$ cat config.mk
export PLATFORM = sky130hd
export DESIGN_NAME = adc_scan_sequencer
export DESIGN_NICKNAME = d
export VERILOG_FILES = /design/src/rtl/adc_scan_pkg.sv /design/src/rtl/adc_result_regfile.sv /design/src/rtl/adc_scan_sequencer.sv
export SDC_FILE = /design/constraint.sdc
export NUM_CORES = 1
export LEC_CHECK = 0
export ABC_AREA = 1
export CORE_MARGIN = 3
export CORE_UTILIZATION = 29
export CTS_BUF_LIST = sky130_fd_sc_hd__clkbuf_8
export DETAILED_ROUTE_END_ITERATION = 10
export PLACE_DENSITY = 0.42
export SETUP_SLACK_MARGIN = 0.05
export SLEW_MARGIN = 20
export SYNTH_ARGS = -nofsm -noshare
export SYNTH_HDL_FRONTEND = slang
export SYNTH_HIERARCHICAL = 1
export SYNTH_SLANG_ARGS = --single-unit
$ cat constraint.sdc
create_clock -name CLK -period 15.7 [get_ports CLK]
set_input_delay 3.14 -clock CLK [delete_from_list [all_inputs] [get_ports CLK]]
set_output_delay 3.14 -clock CLK [all_outputs]
set_load 0.03 [all_outputs]
$ cat src/rtl/adc_scan_pkg.sv
// Shared constants for the ADC scan sequencer: state encoding, channel count,
// controller WD/RDL field positions and the averaging depth.
package adc_scan_pkg;

  localparam int unsigned NCHAN     = 32;
  localparam int unsigned CH_W      = $clog2(NCHAN);
  localparam int unsigned AVG_COUNT = 4;

  localparam logic [CH_W-1:0] LAST_CH = CH_W'(NCHAN - 1);

  // WD command byte: {3'b000, device, input}
  localparam int unsigned WD_DEV_MSB = 4;
  localparam int unsigned WD_DEV_LSB = 3;
  localparam int unsigned WD_IN_MSB  = 2;
  localparam int unsigned WD_IN_LSB  = 0;

  // RDL status byte: {result[3:0], 0, channel, busy}
  localparam int unsigned RDL_BUSY_BIT = 0;
  localparam int unsigned RDL_RES_MSB  = 7;
  localparam int unsigned RDL_RES_LSB  = 4;

  // Scan FSM encoding
  localparam logic [2:0] StIdle  = 3'd0;
  localparam logic [2:0] StFind  = 3'd1;
  localparam logic [2:0] StIssue = 3'd2;
  localparam logic [2:0] StArm   = 3'd3;
  localparam logic [2:0] StWaitb = 3'd4;
  localparam logic [2:0] StStore = 3'd5;
  localparam logic [2:0] StGap   = 3'd6;

  // Build the convert command byte for a flat channel number.
  function automatic logic [7:0] wd_encode(input logic [CH_W-1:0] ch);
    logic [7:0] wd;
    wd = '0;
    wd[WD_DEV_MSB:WD_DEV_LSB] = ch[4:3];
    wd[WD_IN_MSB:WD_IN_LSB]   = ch[2:0];
    return wd;
  endfunction

endpackage

$ cat src/rtl/adc_result_regfile.sv
// 32 x 12-bit conversion result store: one synchronous write port, one
// combinational read port, all entries cleared by RESET.
module adc_result_regfile
  import adc_scan_pkg::*;
(
  input  logic            CLK,
  input  logic            RESET,
  input  logic            we,
  input  logic [CH_W-1:0] waddr,
  input  logic [11:0]     wdata,
  input  logic [CH_W-1:0] raddr,
  output logic [11:0]     rdata
);

  logic [11:0] mem_q [NCHAN];

  // Result storage with asynchronous clear
  always_ff @(posedge CLK or posedge RESET) begin
    if (RESET) begin
      for (int i = 0; i < NCHAN; i++) begin
        mem_q[i] <= '0;
      end
    end else if (we) begin
      mem_q[waddr] <= wdata;
    end
  end

  // Asynchronous read for the CPU
  always_comb begin
    rdata = mem_q[raddr];
  end

endmodule

$ cat src/rtl/adc_scan_sequencer.sv
// Autonomous channel-mask scan engine in front of the MAX1202 SPI controller.
// Issues one convert per enabled channel, polls busy, stores 12-bit results.
// Optional feature: define ADC_SCAN_AVG_EN to convert each channel AVG_COUNT
// times and store the mean of the 14-bit sum.
module adc_scan_sequencer
  import adc_scan_pkg::*;
#(
  parameter int unsigned GAP_CYCLES = 4
) (
  input  logic             CLK,
  input  logic             RESET,
  input  logic             START,
  input  logic             CONT,
  input  logic [NCHAN-1:0] MASK,
  output logic             BUSY,
  output logic             DONE,
  output logic [NCHAN-1:0] VALID,
  output logic             DWE,
  output logic [7:0]       WD,
  input  logic [7:0]       RDH,
  input  logic [7:0]       RDL,
  input  logic [CH_W-1:0]  RADDR,
  output logic [11:0]      RDATA
);

  // GAP lasts GAP_CYCLES cycles: load N-1 and leave on zero
  localparam logic [3:0] GapLoad = 4'(GAP_CYCLES - 1);

  logic [2:0]       state_q, state_d;
  logic [CH_W-1:0]  ch_q, ch_d;
  logic [NCHAN-1:0] mask_q, mask_d;
  logic [3:0]       gap_q, gap_d;
  logic [NCHAN-1:0] valid_q, valid_d;
  logic [7:0]       wd_q, wd_d;
  logic             busy_q, done_q, done_d, dwe_q;
  logic             rf_we;
  logic [11:0]      rf_wdata;
  logic [11:0]      result;
  logic             unused_rdl;

  assign result     = {RDH, RDL[RDL_RES_MSB:RDL_RES_LSB]};
  assign unused_rdl = ^RDL[RDL_RES_LSB-1:RDL_BUSY_BIT+1];

`ifdef ADC_SCAN_AVG_EN
  logic [1:0]  avg_q, avg_d;
  logic [13:0] acc_q, acc_d, acc_sum;
  logic        unused_acc;

  assign acc_sum    = acc_q + {2'b00, result};
  assign unused_acc = ^acc_sum[1:0];

  // Accumulator and conversion count for the current channel
  always_ff @(posedge CLK or posedge RESET) begin
    if (RESET) begin
      avg_q <= '0;
      acc_q <= '0;
    end else begin
      avg_q <= avg_d;
      acc_q <= acc_d;
    end
  end
`endif

  // Next-state and datapath decisions for the scan FSM
  always_comb begin
    state_d  = state_q;
    ch_d     = ch_q;
    mask_d   = mask_q;
    gap_d    = gap_q;
    valid_d  = valid_q;
    wd_d     = wd_q;
    done_d   = 1'b0;
    rf_we    = 1'b0;
    rf_wdata = result;
`ifdef ADC_SCAN_AVG_EN
    avg_d    = avg_q;
    acc_d    = acc_q;
`endif
    case (state_q)
      StIdle: begin
        // A restart after DONE is gated by CONT; START while busy never reaches here
        if (START || (CONT && done_q)) begin
          mask_d  = MASK;
          valid_d = '0;
          ch_d    = '0;
          state_d = StFind;
`ifdef ADC_SCAN_AVG_EN
          avg_d   = '0;
          acc_d   = '0;
`endif
        end
      end
      StFind: begin
        if (mask_q[ch_q]) begin
          wd_d    = wd_encode(ch_q);
          state_d = StIssue;
        end else if (ch_q == LAST_CH) begin
          done_d  = 1'b1;
          state_d = StIdle;
        end else begin
          ch_d = ch_q + 1'b1;
        end
      end
      StIssue: state_d = StArm;
      // Controller needs a cycle before busy is meaningful
      StArm:   state_d = StWaitb;
      StWaitb: begin
        if (!RDL[RDL_BUSY_BIT]) begin
          state_d = StStore;
        end
      end
      StStore: begin
`ifdef ADC_SCAN_AVG_EN
        if (avg_q != 2'(AVG_COUNT - 1)) begin
          // More conversions of the same channel; FIND re-selects it
          acc_d   = acc_sum;
          avg_d   = avg_q + 1'b1;
          gap_d   = GapLoad;
          state_d = StGap;
        end else begin
          rf_we         = 1'b1;
          rf_wdata      = acc_sum[13:2];
          valid_d[ch_q] = 1'b1;
          acc_d         = '0;
          avg_d         = '0;
          if (ch_q == LAST_CH) begin
            done_d  = 1'b1;
            state_d = StIdle;
          end else begin
            ch_d    = ch_q + 1'b1;
            gap_d   = GapLoad;
            state_d = StGap;
          end
        end
`else
        rf_we         = 1'b1;
        valid_d[ch_q] = 1'b1;
        if (ch_q == LAST_CH) begin
          done_d  = 1'b1;
          state_d = StIdle;
        end else begin
          ch_d    = ch_q + 1'b1;
          gap_d   = GapLoad;
          state_d = StGap;
        end
`endif
      end
      StGap: begin
        if (gap_q == '0) begin
          state_d = StFind;
        end else begin
          gap_d = gap_q - 1'b1;
        end
      end
      default: state_d = StIdle;
    endcase
  end

  // Scan state and registered outputs
  always_ff @(posedge CLK or posedge RESET) begin
    if (RESET) begin
      state_q <= StIdle;
      ch_q    <= '0;
      mask_q  <= '0;
      gap_q   <= '0;
      valid_q <= '0;
      wd_q    <= '0;
      busy_q  <= 1'b0;
      done_q  <= 1'b0;
      dwe_q   <= 1'b0;
    end else begin
      state_q <= state_d;
      ch_q    <= ch_d;
      mask_q  <= mask_d;
      gap_q   <= gap_d;
      valid_q <= valid_d;
      wd_q    <= wd_d;
      busy_q  <= (state_d != StIdle);
      done_q  <= done_d;
      dwe_q   <= (state_d == StIssue);
    end
  end

  assign BUSY  = busy_q;
  assign DONE  = done_q;
  assign VALID = valid_q;
  assign DWE   = dwe_q;
  assign WD    = wd_q;

  adc_result_regfile u_regfile (
    .CLK   (CLK),
    .RESET (RESET),
    .we    (rf_we),
    .waddr (ch_q),
    .wdata (rf_wdata),
    .raddr (RADDR),
    .rdata (RDATA)
  );

endmodule

# Word-level counts from Yosys, hierarchy flattened
# Index checks and enable logic that the tools add are counted.
# totals
reg_bits	468
in_bits	57
out_inout_bits	55
# op_classes
addsub	2
order_cmp	5
eq_ne	12
n_mux	30
n_bitwise	3
n_reduce_logical	15
# op_table
op	n
384-bit bitwise mux	1
32-bit case mux with 2 select lines	1
12-bit binary-select mux with 5-bit select	1
12-bit demux with 5-bit select	1
12-bit 2-to-1 mux	3
32-bit 2-to-1 mux	1
32-bit bitwise OR	1
3-bit case mux with 7 select lines	1
3-bit 2-to-1 mux	6
5-bit 2-to-1 mux	3
5-bit case mux with 3 select lines	1
6-bit >= comparator (second input constant)	2
5-bit inverter with 6-bit output	2
3-bit by 2-bit equality test with 1-bit output (second input constant)	3
3-bit equality test (second input constant)	3
4-bit 2-to-1 mux	2
2-bit inequality test (second input constant)	4
4-bit case mux with 2 select lines	1
5-bit by 6-bit less-than comparator with 1-bit output (second input constant)	1
6-bit by 1-bit less-than comparator with 1-bit output (second input constant)	1
2-bit AND reduction	3
3-bit AND reduction	2
3-bit nonzero test	2
5-bit by 1-bit adder with 5-bit output (second input constant)	1
13 further kinds	20

# Longest topological paths before layout
# Gate-level depths: netlist of the first run.
# depth
depth_word	6
ltp_mapped	13

# By module
# The synthesis of the first run kept the hierarchy.
# modules_own_cells
mod	instances	cells_each	area_each_um2
adc_result_regfile	1	2228	17471.8
adc_scan_sequencer	1	469	4020.1

# Worst setup path after synthesis of the first run
# No wires, ideal clock.
# synth_path
path_type	input port to output port
start	input RADDR[1]
end	output RDATA[5]
arrival_ns	4.367
path_slack_ns	8.193
path_stages	11
cell_sequence	buf_2 > clkinv_1 > buf_2 > buf_1 > nand3_1 > nand3_1 > nand2_1 > nand2_1 > nand2_1 > nand2_1 > nand2_1
# synth_between
elab_chain_cells	4
# synth_rtl
element	line	rtl
start: declaration	adc_scan_sequencer.sv:22	input logic [CH_W-1:0] RADDR,
5-bit inverter with 6-bit output (not written as such)	adc_result_regfile.sv:30	rdata = mem_q[raddr];
12-bit binary-select mux with 5-bit select	adc_result_regfile.sv:30	
12-bit 2-to-1 mux (not written as such) (2 in a row)	adc_result_regfile.sv:30	
end: declaration	adc_scan_sequencer.sv:23	output logic [11:0] RDATA
# No other way between the ends. The select of a mux whose other input is x is not followed.

# Worst setup path in the final report of the first run
# layout_path
start	input RADDR[1]
end	output RDATA[8]
# The elaborated chain is that of the path after synthesis.

==> impl_metrics.xml, run 1 <==
<?xml version="1.0" encoding="UTF-8"?>
<metrics>
  <group name="status">
    <metric name="run_status" unit="">finished, final reports clean</metric>
  </group>
  <group name="placed_design">
    <metric name="place.gp.congestion" unit="">0.754</metric>
    <metric name="dp.cells" unit="">3586</metric>
    <metric name="io_buffer_count" unit="">105</metric>
    <metric name="hpwl" unit="µm">38300</metric>
  </group>
  <group name="final_layout">
    <metric name="flow.area_growth_from_synthesis" unit="%">16.0</metric>
    <metric name="proportion_of_layout_cells_with_a_drive_suffix_above_1" unit="%">7.26</metric>
    <metric name="seq_area" unit="µm²">11700</metric>
    <metric name="multi_input_combinational_cell_area" unit="µm²">8640</metric>
    <metric name="n_fill_cell" unit="">7668</metric>
    <metric name="post_layout_nonfiller_instances" unit="">3743</metric>
    <metric name="finalNetCount" unit="">2783</metric>
  </group>
  <group name="power">
    <metric name="combinationalPowerShare" unit="%">17.6</metric>
    <metric name="clock_power_share" unit="%">38.5</metric>
    <metric name="power.density_cell_area" unit="nW/µm²">127</metric>
    <metric name="internal_power" unit="mW">2.18</metric>
    <metric name="pwr-share-seq" unit="%">43.9</metric>
    <metric name="swShare" unit="%">31.1</metric>
    <metric name="max-vdd-ir-drop" unit="V">0.0000534</metric>
    <metric name="switching_power" unit="mW">0.987</metric>
    <metric name="power.leakage" unit="nW">12.6</metric>
  </group>
  <group name="drt">
    <metric name="num_vias" unit="">18000</metric>
    <metric name="initialDrtViolationCount" unit="">1233</metric>
    <metric name="finalWirelength" unit="µm">68700</metric>
    <metric name="avgViaCountPerCell" unit="">4.80</metric>
    <metric name="postRouteAntennaNets" unit="">0</metric>
    <metric name="firstDrtPassIters" unit="">7</metric>
    <metric name="drc" unit="">0</metric>
    <metric name="routedWlPerCell" unit="µm">18.4</metric>
  </group>
  <group name="worst_setup_path">
    <metric name="startpoint_type" unit="">input pin</metric>
    <metric name="regToRegSetupSlack" unit="ns">12.29</metric>
    <metric name="worst_r2r_path_depth" unit="">6</metric>
    <metric name="critical_path.reg2reg.startpoint" unit="">state_q[1]$_DFF_PP0_</metric>
    <metric name="crit_type" unit="">input pin to output pin</metric>
    <metric name="critPathCaptureType" unit="">output pin</metric>
    <metric name="critical_path_arrival" unit="ns">6.88</metric>
    <metric name="worst-path-max-fanout" unit="">65</metric>
    <metric name="required" unit="ns">12.56</metric>
    <metric name="timing.rr.end" unit="">u_regfile/mem_q[185]$_DFFE_PP0P_</metric>
  </group>
  <group name="timing">
    <metric name="setup_viol_count_final" unit="">0</metric>
    <metric name="slew_violations" unit="">0</metric>
    <metric name="achievable-frequency" unit="MHz">99.8</metric>
    <metric name="worstMarginPinSlew" unit="ns">1.12</metric>
    <metric name="min_period_over_period" unit="%">63.8</metric>
    <metric name="setup-tns-final" unit="ns">0</metric>
    <metric name="final_hold_viols" unit="">0</metric>
    <metric name="grt_setup_unrepaired" unit="">false</metric>
    <metric name="period_needed" unit="ns">10.02</metric>
    <metric name="fin_skew" unit="ns">0.0339</metric>
    <metric name="worst_rel_slew_slack" unit="%">24.9</metric>
  </group>
  <group name="die">
    <metric name="initial_cell_density_of_the_core" unit="%">29.4</metric>
    <metric name="chipWidth" unit="µm">278</metric>
    <metric name="placementRows" unit="">99</metric>
    <metric name="die_h" unit="µm">278</metric>
    <metric name="die_area" unit="µm²">77400</metric>
    <metric name="coreArea" unit="µm²">73200</metric>
    <metric name="boundaryPins" unit="">112</metric>
  </group>
  <group name="yosys">
    <metric name="seq_area_frac_synth" unit="%">54.5</metric>
    <metric name="synthesis.yosys.warnings" unit="">6</metric>
    <metric name="primary_flip_flop_cell_chosen_by_synthesis_mapping" unit="">dfrtp_1</metric>
    <metric name="synth-seq-cells" unit="">468</metric>
    <metric name="synth_compound_area_share" unit="%">10.8</metric>
    <metric name="post_synth_inst_count" unit="">2697</metric>
    <metric name="synth.top_cells.by_area" unit="">dfrtp_1 (54%), nand2_1 (18%), o21ai_0 (8.8%), nand3_1 (7.2%), clkbuf_1 (2.5%)</metric>
    <metric name="number_of_distinct_library_cell_variants_in_the_gate_level_netlist_after_synthesis" unit="">34</metric>
    <metric name="async_reset_ff_share" unit="%">100</metric>
    <metric name="post_synth_and_or_nand_nor_area_fraction" unit="%">28.9</metric>
    <metric name="synth_top_family_by_area" unit="">simple AND/OR/NAND/NOR gates</metric>
    <metric name="postSynthAreaPerCell" unit="µm²">7.97</metric>
    <metric name="post-synth-top-area-fraction" unit="%">54.5</metric>
    <metric name="yosysTopAreaCell" unit="">dfrtp_1</metric>
    <metric name="post_synth_instance_area" unit="µm²">21500</metric>
    <metric name="yosys.area_share.adder" unit="%">0.408</metric>
    <metric name="post_synth_most_frequent_cells" unit="">nand2_1 (1055), dfrtp_1 (468), o21ai_0 (379)</metric>
    <metric name="synth_enable_flop_cells" unit="">0</metric>
    <metric name="yosysMostFrequentCell" unit="">nand2_1</metric>
    <metric name="post_synth_xor_area_fraction" unit="%">0</metric>
    <metric name="synth_mux_area_share" unit="%">0</metric>
  </group>
  <group name="cts">
    <metric name="clock-sinks" unit="">468</metric>
    <metric name="htree_levels" unit="">3</metric>
    <metric name="cts_hold_buf" unit="">0</metric>
    <metric name="cts-root-buf" unit="">clkbuf_8</metric>
    <metric name="clk_pin_slew_worst_paths" unit="ns">0.05</metric>
    <metric name="clock_latency" unit="ns">0.69</metric>
    <metric name="post_cts_setup_buffers" unit="">0</metric>
    <metric name="cts_inserted_buffers" unit="">90</metric>
    <metric name="buffers_from_clock_root_to_sink_at_most" unit="">3</metric>
    <metric name="cts_resized" unit="">0</metric>
    <metric name="clock_tree_from_tritoncts" unit="">yes</metric>
  </group>
  <group name="worst_hold_path">
    <metric name="min-delay-start" unit="">mask_q[22]$_DFFE_PP0P_</metric>
    <metric name="worstHoldPathType" unit="">flip-flop to flip-flop</metric>
    <metric name="hold_end" unit="">mask_q[22]$_DFFE_PP0P_</metric>
    <metric name="min_path_cells" unit="">2</metric>
  </group>
  <group name="global_routing">
    <metric name="first_global_vias" unit="">18100</metric>
    <metric name="grt_overflow" unit="">0</metric>
    <metric name="track_usage" unit="%">17.9</metric>
    <metric name="initial_antenna_violation_count" unit="">2</metric>
    <metric name="wire_length_of_the_first_global_routing_pass" unit="µm">108000</metric>
    <metric name="pin_count_of_the_biggest_net_entering_global_routing" unit="">165</metric>
  </group>
  <group name="job">
    <metric name="drv_cap" unit="">0</metric>
  </group>
</metrics>
## power by group through the flow
stage               clock network, mW  registers (mW)  logic [mW]
floorplan                           0            1.41       0.386
global placement                    0            1.41       0.556
detailed placement                  0            1.41       0.566
CTS                              1.27            1.39       0.568
global route                     1.33            1.41       0.640
finish                           1.22            1.39       0.556
## cells in the final DEF, fill, tap and decap left out, types with 2 or more instances in the layout
master           instances
nand2_1               1055
dfrtp_1                468
o21ai_0                379
nand3_1                309
clkbuf_8               113
clkdlybuf4s50_1        102
inv_1                   84
nor2_1                  78
a21oi_1                 62
buf_4                   28
nor3_1                  14
o21ai_1                 12
clkinv_2                11
inv_2                    8
nor4_4                   8
ha_1                     7
o21ai_2                  4
nor3_2                   4
inv_6                    4
nor2_4                   3
o22ai_1                  3
conb_1                   3
nor2_2                   2
or2_2                    2
nand3b_1                 2
bufinv_16                2
buf_6                    2
inv_8                    2
buf_12                   2
## state kept, by name (all words and copies together) (netlist names)
name,flops
BUSY,1
DONE,1
DWE,1
VALID,32
WD,5
ch_q,5
gap_q,4
mask_q,32
state_q,3
u_regfile/mem_q,384
## critical path: stages
cell             delay (ns)
buf_4                  0.50
clkinv_2               0.76
buf_4                  0.66
nand3_1                0.23
nand3_1                0.14
nand2_1                0.20
nand2_1                0.07
nand2_1                0.11
nand2_1                0.05
nand2_1                0.18
clkdlybuf4s50_1        0.71
## worst max path at each step
stage | end | startpoint | cells after the start
after floorplan | u_regfile/mem_q[0]$_DFFE_PP0P_ | RESET | 1
after global placement | RDATA[3] | RADDR[1] | 11
after detailed placement | RDATA[11] | RADDR[1] | 11
after CTS | RDATA[3] | RADDR[1] | 11
after global routing | RDATA[2] | RADDR[1] | 11
final | RDATA[8] | RADDR[1] | 11
## metrics by stage
stage                     hold WS (ns)  setup slack (ns)  power [mW]  cell area, µm²  util [%]
final                            0.472              5.68        3.17           24900      34.1
after global routing             0.501              5.50        3.37           24900      34.1
after CTS                        0.482              5.68        3.23           24900      34.1
after detailed placement         0.469              5.69        1.98           23100      31.6
after global placement           0.460              5.69        1.96           23100      31.6
after floorplan                  0.443              1.89        1.80           21500         -
## logic make-up after synthesis
group	Yosys count
AOI/OAI and AO/OA	461
other	1
adders and majority gates	7
buffers and inverters	278
and+or+nand+nor	1482
DFF	468
## layer usage
metal | vias to the layer above | part of all wire, % | track usage (%)
li1 | 8775 | - | -
met1 | 8656 | 47 | 24.9
met2 | 419 | 45 | 28.5
met3 | 122 | 5.2 | 3.64
met4 | 2 | 2.5 | 5.16
met5 | - | 0.010 | 0
## final cells by class
type | instances | area share, %
antenna | 1 | 0.0100
clock buffer | 113 | 6.24
clock inverter | 43 | 0.998
inverter | 71 | 1.15
multi-input combinational | 1953 | 34.6
sequential | 468 | 47.0
tap | 959 | 4.81
timing repair buffer | 135 | 5.21
(Power assumes the default switching activity.)
==> run 2, diff against run 1 <==
--- a/config.mk
+++ b/config.mk
@@ -10,7 +10,7 @@
 export CORE_UTILIZATION = 29
 export CTS_BUF_LIST = sky130_fd_sc_hd__clkbuf_8
 export DETAILED_ROUTE_END_ITERATION = 10
-export PLACE_DENSITY = 0.42
+export PLACE_DENSITY = 0.44
 export SETUP_SLACK_MARGIN = 0.05
 export SLEW_MARGIN = 20
 export SYNTH_ARGS = -nofsm -noshare
==> constraint.sdc (replaced) <==
create_clock -name CLK -period 8.3 [get_ports CLK]
set_input_delay 1.66 -clock CLK [delete_from_list [all_inputs] [get_ports CLK]]
set_output_delay 1.66 -clock CLK [all_outputs]
set_load 0.03 [all_outputs]
==> run 2 against run 1 <==
  * Core utilization rose by 0.12 points
  * Count of clock-buffer cells in the layout rose by 5
  * Cell count rose by 0.32%
  * Sequential share of layout area fell by 0.16 points
  * Cell area rose by 0.34%
  * Clock skew rose by 0.011 ns
  * Hold slack got worse by 0.0014 ns
  * Largest power group unchanged
==> impl_metrics.xml, run 2 (synthesized netlist as in run 1, its figures left out) <==
<?xml version="1.0" encoding="UTF-8"?>
<metrics>
  <group name="final_layout">
    <metric name="layout_commonest_cell" unit="">nand2_1</metric>
    <metric name="layout_common_cells" unit="">nand2_1 (1055), dfrtp_1 (468), o21ai_0 (379)</metric>
    <metric name="post_layout_nonfiller_instances" unit="">3755</metric>
    <metric name="largest_reg_flops" unit="">384</metric>
    <metric name="finalNetCount" unit="">2783</metric>
    <metric name="top_reg_by_flops" unit="">u_regfile/mem_q</metric>
    <metric name="proportion_of_layout_cells_with_a_drive_suffix_above_1" unit="%">7.45</metric>
    <metric name="flow.area_growth_from_synthesis" unit="%">16.4</metric>
  </group>
  <group name="drt">
    <metric name="routedWlPerCell" unit="µm">18.2</metric>
    <metric name="firstDrtPassIters" unit="">5</metric>
    <metric name="num_vias" unit="">18100</metric>
    <metric name="postRouteAntennaNets" unit="">0</metric>
    <metric name="avgViaCountPerCell" unit="">4.82</metric>
    <metric name="drc" unit="">0</metric>
    <metric name="finalWirelength" unit="µm">68200</metric>
    <metric name="initialDrtViolationCount" unit="">1424</metric>
  </group>
  <group name="worst_hold_path">
    <metric name="min_path_cells" unit="">2</metric>
    <metric name="worstHoldPathType" unit="">flip-flop to flip-flop</metric>
    <metric name="min-delay-start" unit="">mask_q[26]$_DFFE_PP0P_</metric>
    <metric name="hold_end" unit="">mask_q[26]$_DFFE_PP0P_</metric>
  </group>
  <group name="worst_setup_path">
    <metric name="critical-path-max-stage-delay" unit="ns">0.76</metric>
    <metric name="regToRegSetupSlack" unit="ns">4.97</metric>
    <metric name="worst_r2r_path_depth" unit="">6</metric>
    <metric name="path_common_cell" unit="">nand2_1</metric>
    <metric name="timing.critical_path.slowest_stage_cell" unit="">inv_6</metric>
    <metric name="crit_type" unit="">input pin to output pin</metric>
    <metric name="critPathCaptureType" unit="">output pin</metric>
    <metric name="startpoint_type" unit="">input pin</metric>
    <metric name="critical_path.cell_chain" unit="">buf_6 &gt; inv_6 &gt; buf_4 &gt; nand2_1 &gt; nand3_1 &gt; nand3_1 &gt; nand2_1 &gt; nand2_1 &gt; nand2_1 &gt; nand2_1 &gt; nand2_1 &gt; clkdlybuf4s50_1</metric>
    <metric name="critical_path.reg2reg.startpoint" unit="">state_q[1]$_DFF_PP0_</metric>
    <metric name="required" unit="ns">6.64</metric>
    <metric name="timing.rr.end" unit="">u_regfile/mem_q[232]$_DFFE_PP0P_</metric>
    <metric name="worst-path-max-fanout" unit="">90</metric>
    <metric name="critical_path_arrival" unit="ns">4.90</metric>
  </group>
  <group name="power">
    <metric name="max-vdd-ir-drop" unit="V">0.0000935</metric>
    <metric name="switching_power" unit="mW">1.88</metric>
    <metric name="swShare" unit="%">31.1</metric>
    <metric name="power.leakage" unit="nW">12.6</metric>
    <metric name="internal_power" unit="mW">4.15</metric>
    <metric name="pwr-share-seq" unit="%">43.7</metric>
    <metric name="combinationalPowerShare" unit="%">17.4</metric>
    <metric name="clock_power_share" unit="%">38.9</metric>
    <metric name="power.density_cell_area" unit="nW/µm²">241</metric>
  </group>
  <group name="die">
    <metric name="initial_cell_density_of_the_core" unit="%">29.4</metric>
    <metric name="boundaryPins" unit="">112</metric>
    <metric name="placementRows" unit="">99</metric>
    <metric name="coreArea" unit="µm²">73200</metric>
    <metric name="die_area" unit="µm²">77400</metric>
    <metric name="chipWidth" unit="µm">278</metric>
    <metric name="die_h" unit="µm">278</metric>
  </group>
  <group name="timing">
    <metric name="period_needed" unit="ns">6.56</metric>
    <metric name="worstMarginPinSlew" unit="ns">1.11</metric>
    <metric name="min_period_over_period" unit="%">79.1</metric>
    <metric name="worst_rel_slew_slack" unit="%">25.6</metric>
    <metric name="achievable-frequency" unit="MHz">152</metric>
    <metric name="setup_viol_count_final" unit="">0</metric>
    <metric name="fin_skew" unit="ns">0.0446</metric>
    <metric name="final_hold_viols" unit="">0</metric>
    <metric name="grt_setup_unrepaired" unit="">false</metric>
    <metric name="slew_violations" unit="">0</metric>
    <metric name="setup-tns-final" unit="ns">0</metric>
  </group>
  <group name="placed_design">
    <metric name="io_buffer_count" unit="">105</metric>
    <metric name="hpwl" unit="µm">38300</metric>
    <metric name="dp.cells" unit="">3586</metric>
    <metric name="place.gp.congestion" unit="">0.768</metric>
  </group>
  <group name="global_routing">
    <metric name="grt_overflow" unit="">0</metric>
    <metric name="pin_count_of_the_biggest_net_entering_global_routing" unit="">150</metric>
    <metric name="first_global_vias" unit="">17900</metric>
    <metric name="initial_antenna_violation_count" unit="">3</metric>
    <metric name="wire_length_of_the_first_global_routing_pass" unit="µm">106000</metric>
    <metric name="track_usage" unit="%">17.6</metric>
  </group>
  <group name="cts">
    <metric name="cts_resized" unit="">0</metric>
    <metric name="clk_pin_slew_worst_paths" unit="ns">0.05</metric>
    <metric name="cts-root-buf" unit="">clkbuf_8</metric>
    <metric name="cts_hold_buf" unit="">0</metric>
    <metric name="clock_tree_from_tritoncts" unit="">yes</metric>
    <metric name="clock-sinks" unit="">468</metric>
    <metric name="clock_latency" unit="ns">0.70</metric>
    <metric name="cts_inserted_buffers" unit="">90</metric>
    <metric name="post_cts_setup_buffers" unit="">0</metric>
    <metric name="buffers_from_clock_root_to_sink_at_most" unit="">3</metric>
    <metric name="htree_levels" unit="">3</metric>
  </group>
  <group name="job">
    <metric name="drv_cap" unit="">0</metric>
  </group>
  <group name="status">
    <metric name="run_status" unit="">finished, final reports clean</metric>
  </group>
</metrics>
-- run 2: cell type report --
cell class                      instances  area [µm²]
Antenna cell                            4        10.0
Clock buffer                          118        1620
Clock inverter                         47         255
Fill cell                            7654       48200
Inverter                               71         280
Multi-Input combinational cell       1953        8640
Sequential cell                       468       11700
Tap cell                              959        1200
Timing Repair Buffer                  135        1310
-- run 2: worst max path at each step --
stage          slack [ns]  depth (start not counted)  startpoint                             end
3_3_place_gp         1.74                         12    RADDR[0]                        RDATA[6]
5_1_grt              1.61                         12    RADDR[0]                        RDATA[6]
3_5_place_dp         1.78                         12    RADDR[0]                        RDATA[0]
6_report             1.74                         12    RADDR[0]                        RDATA[6]
2_1_floorplan        1.48                          1       RESET  u_regfile/mem_q[0]$_DFFE_PP0P_
4_1_cts              1.77                         12    RADDR[0]                        RDATA[0]
-- run 2: power groups by stage --
stage / Sequential, mW / Clock, mW / Combinational [mW]
CTS: 2.64 / 2.43 / 1.07
detailed placement: 2.67 / 0 / 1.06
global route: 2.66 / 2.54 / 1.20
global placement: 2.67 / 0 / 1.05
finish: 2.64 / 2.35 / 1.05
floorplan: 2.67 / 0 / 0.730
-- run 2: metal layers --
layer	share of wire, %	vias up	GRT usage, %	routed length (µm)
li1	-	8788	-	-
met1	46	8786	23.4	31200
met2	47	402	28.9	32000
met3	4.9	114	3.74	3320
met4	2.4	4	5.29	1670
met5	0.044	-	0	30
-- run 2: worst max-delay path, delay by kind of cell --
family	cells	cell delay [ns]
simple gates	8	0.88
buf+inv	4	2.18
-- run 2: metrics by stage --
stage | worst slack, ns | instance area, µm² | utilization (%) | hold slack (ns) | total power [mW]
floorplan | 1.48 | 21500 | - | 0.443 | 3.40
global placement | 1.74 | 23100 | 31.6 | 0.459 | 3.71
detailed placement | 1.78 | 23100 | 31.6 | 0.461 | 3.74
CTS | 1.77 | 25000 | 34.2 | 0.475 | 6.13
global route | 1.61 | 25000 | 34.2 | 0.494 | 6.40
finish | 1.74 | 25000 | 34.2 | 0.471 | 6.03
==> RTL change, RTL diff (config.mk and constraints of run 1) <==
Build with the macro `ADC_SCAN_AVG_EN` defined.
--- a/src/rtl/adc_scan_sequencer.sv
+++ b/src/rtl/adc_scan_sequencer.sv
@@ -2,6 +2,8 @@
 // Issues one convert per enabled channel, polls busy, stores 12-bit results.
 // Optional feature: define ADC_SCAN_AVG_EN to convert each channel AVG_COUNT
 // times and store the mean of the 14-bit sum.
+`define ADC_SCAN_AVG_EN
+
 module adc_scan_sequencer
   import adc_scan_pkg::*;
 #(
Check against the original RTL: same outputs for any inputs over 4 cycles, from zero or initial values and one cycle with RESET high; that may be too few to reach the edited logic, so the function may still have changed.
==> RTL change against run 1 <==
Clock skew is 5.1 ps higher. Synthesized area up 6.7%. Maximum frequency shrank 0.71%. Cell area up 6.5%. Worst setup slack got worse by 72 ps. Wire length is 6.7% higher. Power rose by 3.7%. Sequential cell count increased by 16. Critical path type unchanged. Largest cell class unchanged. Highest routed layer unchanged.
==> RTL change: results (changes against run 1) <==
detailed_routing:
  first_pass_iters: 5  # -2
  drt-initial-drc-count: 1356  # +10%
  via_per_inst: 4.79  # -0.28%
  routed_wl_mm: 73.3  # +6.7%
logic_synthesis:
  yosys_warnings: 6  # unchanged
  async_reset_ff_share_pct: 100  # unchanged
  yosys-top-cells-count: "1156 x nand2_1, 484 x dfrtp_1, 396 x o21ai_0"
  synth_ff_type: "dfrtp_1"
  ys_seq_area_share_pct: 52.8  # -1.7 points
  synth_area_leaders: "dfrtp_1 53%, nand2_1 19%, o21ai_0 8.6%"
  yosysUniqueCellTypes: 44  # +29%
cts:
  htreeDepth: 3  # unchanged
  cts.root.buffer_cell: "clkbuf_8"
  cts_resized: 0  # unchanged
  clock_latency_ps: 670  # -20 ps
  cts-buffers-inserted: 91  # +1.1%
  post-cts-setup-buffers: 0  # unchanged
  clk_path_buf_depth: 3  # unchanged
critical_path:
  r2r_slack_ps: 12000  # -290 ps
  reg2reg_depth: 7  # +1
  startpoint: "RADDR[1]"
  path_max_fanout: 49  # -25%
  worstPathArrival_ps: 6950  # +70 ps
  reg2reg_from: "state_q[1]"
  r2r_end: "u_regfile/mem_q[131]"
global_route:
  grt_pass1_wl_mm: 114  # +5.7%
  track_usage_pct: 17.9  # -0.067 points
  grt_max_degree: 146  # -12%
  antenna_found_initial: 2  # unchanged
  grt_pass1_vias: 19100  # +5.6%
placement:
  place.gp.congestion: 0.820  # +8.7%
  place_area_um2: 24700  # +6.7%
  dp_hpwl_mm: 42.3  # +11%
cells_and_area:
  fillers: 8280  # +8.0%
  largest_reg_flops: 384  # unchanged
  drive_gt1_share_pct: 7.05  # -0.20 points
  layout.nets: 3042  # +9.3%
power_and_ir_drop:
  p_leak_nw: 13.4  # +6.6%
  swShare_pct: 31.9  # +0.73 points
  peakVddDrop_mv: 0.0682  # +28%
sta:
  whs_ps: 480  # +7.17 ps
  clock_skew_ps: 39.1  # +5.15 ps
  tightest_slew_ps: 1150  # +32.6 ps
min_path:
  hold_start: "mask_q[26]"
  holdPathEnd: "mask_q[26]"
run_status:
  run_status: "finished, final reports clean"
RTL change: layer usage:
layer | vias up | routed length, µm | global-route usage, %
met2 | 501 | 33800 | 28.6
li1 | 9532 | - | -
met5 | - | 47 | 0.298
met1 | 9359 | 33000 | 24.0
met4 | 4 | 2090 | 6.20
met3 | 123 | 4380 | 3.66
RTL change: stage by stage:
step | setup slack (ps) | cells
final | 5610 | 4076
after CTS | 5530 | 4074
after floorplan | 1890 | 2940
after global placement | 5560 | 3912
after detailed placement | 5530 | 3912
after global routing | 5390 | 4076
RTL change: worst max-delay path by stage:
stage | endpoint | depth (start not counted)
2_1_floorplan | u_regfile/mem_q[0] | 1
3_5_place_dp | RDATA[4] | 11
3_3_place_gp | RDATA[4] | 11
4_1_cts | RDATA[4] | 11
5_1_grt | RDATA[6] | 11
6_report | RDATA[4] | 11
RTL change: layout make-up:
type	instances	area [µm²]	share of cell area (%)
flip-flops and latches	484	12100	45.6
multi-input cells	2121	9480	35.7
clock buffers	116	1600	6.01
well taps	1040	1300	4.90
repair buffers	136	1290	4.87
inverters	131	508	1.91
clock inverters	46	250	0.943
diodes	2	5.00	0.0189
RTL change: critical path, cell delays in order:
cell and delay [ps]:
buf_4 420, clkinv_2 930, buf_4 700, nand3_1 200
nand3_1 140, nand2_1 220, nand2_1 80, nand2_1 130
nand2_1 90, nand2_1 130, clkdlybuf4s50_1 680
RTL change: power groups by stage:
| stage | clock network (mW) | registers, mW | logic [mW] |
|---|---|---|---|
| floorplan | 0 | 1.42 | 0.443 |
| global placement | 0 | 1.42 | 0.646 |
| detailed placement | 0 | 1.42 | 0.652 |
| CTS | 1.30 | 1.40 | 0.656 |
| global route | 1.36 | 1.41 | 0.736 |
| finish | 1.25 | 1.40 | 0.641 |
RTL change: cell families (layout without fill, tap and decap cells):
kind of cell	after synthesis	count (layout)	share of synthesized area [%]
simple gates	1597	1597	28.8
compound gates	494	494	11.0
flops	484	484	52.8
buf+inv	335	429	5.91
fa+ha+maj	20	20	1.12
xor+xnor	7	7	0.267
other cells	1	5	0.0163
